### src/rtl/aes_io_stager_if.sv
// Bus bundle between the AES I/O stager, its word-stream producer/consumer and
// the combinational encryption core.
interface aes_io_stager_if;
  // Handshake: a word moves on a rising clock edge where valid and ready are
  // both high; valid never waits for ready, and data is stable while valid is
  // held without ready.
  logic [31:0]  in_data_i;
  logic         in_valid_i;
  logic         in_key_i;
  logic         in_ready_o;
  logic [127:0] pt_o;
  logic [255:0] key_o;
  logic [127:0] ct_i;
  logic [31:0]  out_data_o;
  logic         out_valid_o;
  logic         out_ready_i;
  logic         busy_o;

  modport master (
    output in_data_i, in_valid_i, in_key_i, ct_i, out_ready_i,
    input  in_ready_o, pt_o, key_o, out_data_o, out_valid_o, busy_o
  );

  modport slave (
    input  in_data_i, in_valid_i, in_key_i, ct_i, out_ready_i,
    output in_ready_o, pt_o, key_o, out_data_o, out_valid_o, busy_o
  );
endinterface

### src/rtl/aes_io_stager.sv
// Stages key/plaintext words into wide registers for a combinational AES core,
// waits for it to settle, then streams the ciphertext back out 32 bits at a time.
module aes_io_stager #(
  parameter int unsigned SETTLE_CYCLES = 2
) (
  input  logic              clk_i,
  input  logic              reset_n_i,
  aes_io_stager_if.slave    bus,
  output logic [2:0]        state_dbg_o
);

  typedef enum logic [2:0] {
    IDLE     = 3'd0,
    LOAD_KEY = 3'd1,
    LOAD_PT  = 3'd2,
    SETTLE   = 3'd3,
    DRAIN    = 3'd4
  } state_t;

  localparam logic [3:0] SETTLE_LAST = 4'(SETTLE_CYCLES - 1);

  state_t       state, state_nx;
  logic [2:0]   word_cnt, word_nx;
  logic [3:0]   settle_cnt, settle_nx;
  logic         ready_en;
  logic         accept;
  logic         in_ready, out_valid;
  logic         key_we, pt_we, ct_cap;
  logic [255:0] key_q;
  logic [127:0] pt_q;
  logic [127:0] ct_q;

  // ready_en keeps in_ready low until the first edge after reset release.
  assign accept = bus.in_valid_i & ready_en;

  always_ff @(posedge clk_i or negedge reset_n_i) begin
    if (!reset_n_i) state <= IDLE;
    else            state <= state_nx;
  end

  always_comb begin
    state_nx  = state;
    word_nx   = word_cnt;
    settle_nx = settle_cnt;
    in_ready  = 1'b0;
    out_valid = 1'b0;
    key_we    = 1'b0;
    pt_we     = 1'b0;
    ct_cap    = 1'b0;
    unique case (state)
      IDLE: begin
        in_ready = ready_en;
        if (accept) begin
          word_nx = 3'd1;
          if (bus.in_key_i) begin
            key_we   = 1'b1;
            state_nx = LOAD_KEY;
          end else begin
            pt_we    = 1'b1;
            state_nx = LOAD_PT;
          end
        end
      end
      LOAD_KEY: begin
        in_ready = ready_en;
        if (accept) begin
          key_we  = 1'b1;
          word_nx = word_cnt + 3'd1;
          if (word_cnt == 3'd7) begin
            state_nx = LOAD_PT;
            word_nx  = 3'd0;
          end
        end
      end
      LOAD_PT: begin
        in_ready = ready_en;
        if (accept) begin
          pt_we   = 1'b1;
          word_nx = word_cnt + 3'd1;
          if (word_cnt == 3'd3) begin
            state_nx  = SETTLE;
            word_nx   = 3'd0;
            settle_nx = 4'd0;
          end
        end
      end
      SETTLE: begin
        if (settle_cnt == SETTLE_LAST) begin
          ct_cap   = 1'b1;
          state_nx = DRAIN;
          word_nx  = 3'd0;
        end else begin
          settle_nx = settle_cnt + 4'd1;
        end
      end
      DRAIN: begin
        out_valid = 1'b1;
        if (bus.out_ready_i) begin
          word_nx = word_cnt + 3'd1;
          if (word_cnt == 3'd3) begin
            state_nx = IDLE;
            word_nx  = 3'd0;
          end
        end
      end
      default: state_nx = IDLE;
    endcase
  end

  // Word n lands MSW first: index 7-n (key) or 3-n (plaintext) is ~n.
  always_ff @(posedge clk_i or negedge reset_n_i) begin
    if (!reset_n_i) begin
      ready_en   <= 1'b0;
      word_cnt   <= 3'd0;
      settle_cnt <= 4'd0;
      key_q      <= '0;
      pt_q       <= '0;
      ct_q       <= '0;
    end else begin
      ready_en   <= 1'b1;
      word_cnt   <= word_nx;
      settle_cnt <= settle_nx;
      if (key_we) key_q[{~word_cnt, 5'b0} +: 32]     <= bus.in_data_i;
      if (pt_we)  pt_q[{~word_cnt[1:0], 5'b0} +: 32] <= bus.in_data_i;
      if (ct_cap) ct_q <= bus.ct_i;
    end
  end

  assign bus.in_ready_o  = in_ready;
  assign bus.out_valid_o = out_valid;
  assign bus.out_data_o  = ct_q[{~word_cnt[1:0], 5'b0} +: 32];
  assign bus.key_o       = key_q;
  assign bus.pt_o        = pt_q;
  assign bus.busy_o      = (state != IDLE);
  assign state_dbg_o     = state;

endmodule

### src/flat_wrapper.sv
// flat-port wrapper written by rule: the top's interface ports become plain ports
module aes_io_stager_flat 
#(
  parameter int unsigned SETTLE_CYCLES = 2
)
  (clk_i, reset_n_i, state_dbg_o, bus_in_data_i, bus_in_valid_i, bus_in_key_i, bus_ct_i, bus_out_ready_i, bus_in_ready_o, bus_pt_o, bus_key_o, bus_out_data_o, bus_out_valid_o, bus_busy_o);
  aes_io_stager_if bus_i ();
  input  logic clk_i;
  input  logic reset_n_i;
  output logic [2:0] state_dbg_o;
  input wire logic [$bits(bus_i.in_data_i)-1:0] bus_in_data_i;
  input wire logic [$bits(bus_i.in_valid_i)-1:0] bus_in_valid_i;
  input wire logic [$bits(bus_i.in_key_i)-1:0] bus_in_key_i;
  input wire logic [$bits(bus_i.ct_i)-1:0] bus_ct_i;
  input wire logic [$bits(bus_i.out_ready_i)-1:0] bus_out_ready_i;
  output wire logic [$bits(bus_i.in_ready_o)-1:0] bus_in_ready_o;
  output wire logic [$bits(bus_i.pt_o)-1:0] bus_pt_o;
  output wire logic [$bits(bus_i.key_o)-1:0] bus_key_o;
  output wire logic [$bits(bus_i.out_data_o)-1:0] bus_out_data_o;
  output wire logic [$bits(bus_i.out_valid_o)-1:0] bus_out_valid_o;
  output wire logic [$bits(bus_i.busy_o)-1:0] bus_busy_o;
  assign bus_i.in_data_i = bus_in_data_i;
  assign bus_i.in_valid_i = bus_in_valid_i;
  assign bus_i.in_key_i = bus_in_key_i;
  assign bus_i.ct_i = bus_ct_i;
  assign bus_i.out_ready_i = bus_out_ready_i;
  assign bus_in_ready_o = bus_i.in_ready_o;
  assign bus_pt_o = bus_i.pt_o;
  assign bus_key_o = bus_i.key_o;
  assign bus_out_data_o = bus_i.out_data_o;
  assign bus_out_valid_o = bus_i.out_valid_o;
  assign bus_busy_o = bus_i.busy_o;
  aes_io_stager #(.SETTLE_CYCLES(SETTLE_CYCLES)) u_core (.clk_i(clk_i), .reset_n_i(reset_n_i), .bus(bus_i), .state_dbg_o(state_dbg_o));
endmodule
### config.mk
export PLATFORM = sky130hd
export DESIGN_NAME = aes_io_stager_flat
export DESIGN_NICKNAME = d
export VERILOG_FILES = /design/src/rtl/aes_io_stager_if.sv /design/src/rtl/aes_io_stager.sv /design/src/flat_wrapper.sv
export SDC_FILE = /design/constraint.sdc
export NUM_CORES = 1
export LEC_CHECK = 0
export ABC_AREA = 1
export BUFFER_PORTS_ARGS = -buffer_cell sky130_fd_sc_hd__buf_2
export CORE_UTILIZATION = 40
export CTS_BUF_LIST = sky130_fd_sc_hd__clkbuf_8 sky130_fd_sc_hd__clkbuf_16
export CTS_CLUSTER_DIAMETER = 200
export DETAILED_ROUTE_END_ITERATION = 8
export SLEW_MARGIN = 15
export SYNTH_ARGS = -nofsm -noshare
export SYNTH_HDL_FRONTEND = slang
export SYNTH_SLANG_ARGS = --single-unit
### constraint.sdc
create_clock -name clk_i -period 3.1 [get_ports clk_i]
set_input_delay 0.155 -clock clk_i [delete_from_list [all_inputs] [get_ports clk_i]]
set_output_delay 0.155 -clock clk_i [all_outputs]
set_load 0.005 [all_outputs]
==> results of run 1 <==
flip-flops by register name (all words and copies together), names as in the netlist:
name / cells
u_core.bus.key_o: 256
u_core.bus.pt_o: 128
u_core.ct_q: 128
u_core.ready_en: 1
u_core.settle_cnt: 4
u_core.state_dbg_o: 3
u_core.word_cnt: 3
worst max path at each step:
| stage | to |
|---|---|
| after floorplan | u_core.bus.key_o[231] |
| after global placement | u_core.bus.key_o[21] |
| after detailed placement | u_core.bus.key_o[10] |
| after CTS | bus_out_data_o[20] |
| after global routing | bus_out_data_o[20] |
| final | bus_out_data_o[20] |
cells by family (layout without fill, tap and decap cells):
family	Yosys count	count (layout)	synth area share
simple gates	1486	1486	0.270
fa+ha+maj	9	9	0.00493
xor+xnor	1	1	0.000384
compound gates	361	361	0.0811
buf+inv	382	1093	0.0705
other cells	1	2	0.000164
flops	523	523	0.573
cell usage in the layout, fill, tap and decap left out, types with 13 or more instances in the layout:
master         Yosys  layout
buf_12             0      13
o21ai_0          262     262
clkbuf_16          0      57
dfrtp_1          523     522
dlygate4sd3_1      0     162
nand3_1          411     410
clkbuf_8           0      19
a21oi_1           66      66
inv_1            183     194
nand2_1          824     823
buf_2             71     585
buf_4              1      39
o22ai_1           32      32
nor2_1           240     239
layer usage:
layer	up-vias	global-route usage	share of wire
met5	-	0	0
met4	0	0.130	0.046
met3	189	0.0724	0.096
met2	1050	0.473	0.46
met1	10700	0.384	0.40
li1	10200	-	-
cell usage after synthesis:
cell type,number
nand2_1,824
nor3_2,3
nor2_1,240
a21oi_2,1
inv_2,3
buf_6,11
buf_2,71
nor2_4,3
o22ai_1,32
or2_2,1
conb_1,1
nand4_1,1
clkbuf_1,102
and3_1,1
o21ai_0,262
buf_1,10
dfrtp_1,523
inv_1,183
nand3_1,411
nand3_2,1
xor2_1,1
buf_4,1
a21oi_1,66
clkinv_1,1
ha_1,9
nand3b_1,1
stage by stage:
stage | cell area (sq um) | total power [W] | util | std cells | setup WS [ns]
after global placement | 26400 | 0.0203 | 0.469 | 3963 | 0.548
after CTS | 29900 | 0.0273 | 0.530 | 4230 | 0.0398
after floorplan | 22800 | 0.0156 | - | 2763 | 0.679
final | 29900 | 0.0273 | 0.530 | 4231 | 0.341
after global routing | 29900 | 0.0290 | 0.530 | 4231 | 0.192
after detailed placement | 26400 | 0.0205 | 0.469 | 3963 | 0.505
final cells by class:
| type | count | area share |
|---|---|---|
| Antenna cell | 1 | 0.0000837 |
| Clock buffer | 76 | 0.0565 |
| Clock inverter | 29 | 0.00490 |
| Inverter | 187 | 0.0235 |
| Multi-Input combinational cell | 1858 | 0.274 |
| Sequential cell | 523 | 0.438 |
| Tap cell | 756 | 0.0316 |
| Timing Repair Buffer | 801 | 0.172 |
timing repair:
action,4_1_cts,5_1_grt
endpoints found under the setup margin,0,5
hold buffers,162,0
gates resized for setup,0,1
setup buffers,0,0
endpoints found under the hold margin,492,0
where the power goes:
group / switching, W / leakage [nW] / total (W) / internal (W)
Clock: 0.00284 / 0.962 / 0.00663 / 0.00379
Sequential: 0.00149 / 6.88 / 0.0106 / 0.00912
Combinational: 0.00662 / 9.16 / 0.0101 / 0.00345
Total: 0.0109 / 17.0 / 0.0273 / 0.0164
==> summary.md, run 1 <==
| Metric | Value |
|---|---|
| Peak supply drop | `490 uV` |
| Synth top area cells | `dfrtp_1 57%, nand2_1 14%, nand3_1 9.0%, o21ai_0 5.7%, nor2_1 3.9%` |
| WP depth | `5` |
| Worst R2R Setup Slack | `0.47 ns` |
| Post-Route Setup TNS | `0 ns` |
| Chip height | `241 um` |
| Die X | `241 um` |
| Avg WL per Cell | `20.7 um` |
| R2r endpoint | `u_core.bus.key_o[15]` |
| Hold Path Class | `in -> async` |
| Launching point of the worst reg2reg path | `u_core.word_cnt[0]` |
| GP Congestion | `0.899` |
| Pin count of the biggest net entering global routing | `121` |
| Via count | `22100` |
| Slowest CP cell | `buf_6` |
| CTS tree | `yes` |
| Syn Area/Cell | `8.26 sq um` |
| Worst-skew pair later-pin latency | `0.61 ns` |
| Placeable Area | `56400 sq um` |
| LEAKAGE | `17.0 nW` |
| First drt pass iteration count | `5` |
| Power per cell area | `914 nW/um^2` |
| Fin Hold WS | `0.0560 ns` |
| Starting density of the core | `0.405` |
| Synth cell types | `26` |
| Slew @ Worst Pin | `0.858 ns` |
| Clk_skew | `0.0107 ns` |
| Total CTS buffers | `57` |
| I/O pin total | `587` |
| Final net count | `3602` |
| Final WL | `87700 um` |
| RSZ-0062 raised after global routing | `no` |
| Post-synthesis sequential area ratio | `0.573` |
| IO buf count | `586` |
| Max-slew headroom | `0.428` |
| Drt initial violations | `2103` |
| Worst path max stage delay | `0.55 ns` |
| Status | `finished, final reports clean` |
| Worst Path Buf+Inv | `3` |
| First-pass GRT wire length | `130000 um` |
| Fin crit share | `0.890` |
| Setup Crit Path Kind | `reg -> out` |
| Via density | `5.23` |
| CP startpoint | `u_core.word_cnt[0]` |
| Reg clk slew, reported paths | `0.06 ns` |
| DP HPWL | `58400 um` |
| P&R area growth vs syn | `31.0%` |
| CP top delay family | `buffers and inverters` |
| DRT antenna net count | `0` |
| Reg area | `13100 sq um` |
| #FFs+latches synth | `523` |
| GRT Total Usage | `0.297` |
| Yosys top cell by area | `dfrtp_1` |
| Worst Path Arrival | `2.60 ns` |
| GRT overflow | `0` |
| CTS max path bufs | `3` |
| Row count | `87` |
| Critical path, cell by cell | `clkinv_2, buf_6, o21ai_0, o22ai_1, buf_2` |
| H-tree lvl count | `2` |
| Clock sinks | `523` |
| Synthesized area | `22800 sq um` |
| Worst r2r path cells | `8` |
| Pins Over Slew Limit | `0` |
| Share of cells above drive strength 1 | `0.216` |
| Fill count | `5333` |
| CP Launch Type | `register` |
| Max-cap check violation count | `0` |
| Synth warn | `0` |
| Fmax | `362 MHz` |
| Vias in the first global route | `21500` |
| Die Area | `58000 sq um` |
| CP Data Required Time | `2.94 ns` |
| Worst Path Max Fanout | `77` |
| CTS root buffer | `clkbuf_16` |
| Final setup violation count | `0` |
| DRC Markers | `0` |
| Post-synth top area share | `0.573` |
| Area of the multi-input gates | `8180 sq um` |
| Final Hold Viols | `0` |
| Initial antenna violation count | `3` |
| CP endpoint kind | `output port` |
| Cells after Synth | `2763` |
| Syn nets | `2937` |
| Final Critical Period | `2.76 ns` |
No activity file was read; power rests on OpenSTA's default activity.
==> inputs of run 2 (changes only) <==
==> constraint.sdc (replaced) <==
create_clock -name clk_i -period 3.1 [get_ports clk_i]
set_input_delay 0.155 -clock clk_i [delete_from_list [all_inputs] [get_ports clk_i]]
set_output_delay 0.155 -clock clk_i [all_outputs]
set_load 0.02 [all_outputs]
==> summary.md, run 2 (synthesized netlist as in run 1, its figures left out) <==
| Metric | Value |
|---|---|
| Status | `finished, final reports clean` |
| Worst Hold Depth | `6` |
| Fin crit share | `0.920 (+0.0303)` |
| Chip height | `241 um (unchanged)` |
| Most common cell after layout, fill and taps aside | `nand2_1` |
| CTS tree | `yes` |
| Final Critical Period | `2.85 ns (+0.0940 ns)` |
| Hold path startpoint | `bus_out_ready_i` |
| Via density | `5.22 (-0.20%)` |
| Drt initial violations | `1986 (-5.6%)` |
| Clk_skew | `0.0174 ns (+0.00668 ns)` |
| Worst-skew pair later-pin latency | `0.62 ns (about the same)` |
| Final net count | `3608 (+0.17%)` |
| CTS max path bufs | `3 (unchanged)` |
| Worst Path Arrival | `2.70 ns (+0.10 ns)` |
| DP HPWL | `59000 um (+0.98%)` |
| Max-slew headroom | `0.415 (-0.0128)` |
| R2r endpoint | `u_core.bus.key_o[44]` |
| Power per cell area | `987 nW/um^2 (+8.0%)` |
| Row count | `87 (unchanged)` |
| GRT Total Usage | `0.296 (-0.000909)` |
| Max-cap check violation count | `0 (unchanged)` |
| GP Congestion | `0.916 (+2.0%)` |
| Hold Path Class | `in -> reg` |
| Avg WL per Cell | `20.7 um (-0.19%)` |
| Setup Crit Path Kind | `reg -> out` |
| DRC Markers | `0 (unchanged)` |
| Non-Filler Instances | `4237 (+0.14%)` |
| CP Data Required Time | `2.94 ns (about the same)` |
| Worst r2r path cells | `8 (unchanged)` |
| RSZ-0062 raised after global routing | `no` |
| P&R area growth vs syn | `31.5%` |
| Fmax | `350 MHz (-3.3%)` |
| Fin Hold WS | `0.105 ns (+0.0488 ns)` |
| Final setup violation count | `0 (unchanged)` |
| Commonest non-fill, non-tap cells in the layout | `823 x nand2_1, 585 x buf_2, 522 x dfrtp_1` |
| Pin count of the biggest net entering global routing | `120 (-0.83%)` |
| IO buf count | `586 (unchanged)` |
| GRT overflow | `0 (unchanged)` |
| DRT antenna net count | `0 (unchanged)` |
| Area of the multi-input gates | `8180 sq um (unchanged)` |
| First-pass GRT wire length | `129000 um (-0.49%)` |
| Launching point of the worst reg2reg path | `u_core.word_cnt[0]` |
| Worst R2R Setup Slack | `0.45 ns (-0.02 ns)` |
| LEAKAGE | `17.1 nW (+0.40%)` |
| Clock sinks | `523 (unchanged)` |
| Peak supply drop | `676 uV (+38%)` |
| Final Hold Viols | `0 (unchanged)` |
| H-tree lvl count | `2 (unchanged)` |
| Fill count | `5273 (-1.1%)` |
| CP startpoint | `u_core.word_cnt[0]` |
| CP Launch Type | `register` |
| Slew @ Worst Pin | `0.874 ns (+0.0161 ns)` |
| Share of cells above drive strength 1 | `0.217 (+0.00141)` |
| Placeable Area | `56400 sq um (unchanged)` |
| Largest register FFs | `256 (unchanged)` |
| Starting density of the core | `0.405 (unchanged)` |
| First drt pass iteration count | `6 (+1)` |
| CP endpoint kind | `output port` |
| Critical path, cell by cell | `clkinv_2, buf_4, o21ai_0, o22ai_1, buf_2` |
| Pins Over Slew Limit | `0 (unchanged)` |
| Total CTS buffers | `57 (unchanged)` |
| Worst Path Max Fanout | `51 (-34%)` |
| Via count | `22100 (-0.054%)` |
| Final WL | `87700 um (about the same)` |
| Initial antenna violation count | `2 (-1)` |
| Slowest CP cell | `buf_4` |
| Cell count after placement | `3969 (+0.15%)` |
| Layout Utilization | `0.532 (+0.00226)` |
| Vias in the first global route | `21300 (-1.0%)` |
| Die X | `241 um (unchanged)` |
| I/O pin total | `587 (unchanged)` |
| Reg area | `13100 sq um (unchanged)` |
| CTS root buffer | `clkbuf_16` |
| Worst path max stage delay | `0.55 ns (about the same)` |
| Reg clk slew, reported paths | `0.06 ns (about the same)` |
| Die Area | `58000 sq um (unchanged)` |
| WHS Endpoint | `u_core.state_dbg_o[0]` |
| Post-Route Setup TNS | `0 ns (unchanged)` |
[run 2: metrics by stage]
stage	area, sq um	total power [W]	worst slack, ns
floorplan	22800	0.0177	0.679
global placement	26500	0.0224	0.520
detailed placement	26500	0.0226	0.477
CTS	30000	0.0297	0.212
global route	30000	0.0314	0.104
finish	30000	0.0296	0.247
[run 2: how the worst max path moves through the flow]
stage	to	slack, ns	cells past startpoint
after floorplan	u_core.bus.key_o[231]	0.68	11
after global placement	u_core.bus.key_o[52]	0.52	8
after detailed placement	u_core.bus.key_o[32]	0.48	8
after CTS	bus_out_data_o[25]	0.21	5
after global routing	bus_out_data_o[24]	0.10	5
final	bus_out_data_o[25]	0.25	5
[run 2: worst max-delay path, delay by kind of cell, from the launching register on]
family                 cells  cell delay [ns]
buffers and inverters      3             1.08
flip-flops                 1             0.50
AO/OA/AOI/OAI              2             0.49
[run 2: area by class of cell]
cell class              instances  share of cell area
flip-flops and latches        523               0.436
multi-input cells            1858               0.273
repair buffers                807               0.173
clock buffers                  75              0.0558
well taps                     756              0.0315
inverters                     187              0.0234
clock inverters                29             0.00729
diodes                          2            0.000167
[run 2: repair_timing]
action                    in CTS  in global routing
hold buffers                 162                  0
setup buffers                  0                  0
hold endpoints to repair     322                  0
gates resized for setup        0                  0
[run 2: layer usage]
layer	GRT usage	routed length [um]
met1	0.384	35100
met5	0	0
met3	0.0755	8420
met4	0.135	4470
met2	0.465	39700
[run 2: power by group]
part           internal [W]  switching, W
Sequential          0.00912       0.00150
Clock               0.00401       0.00284
Combinational       0.00350       0.00865
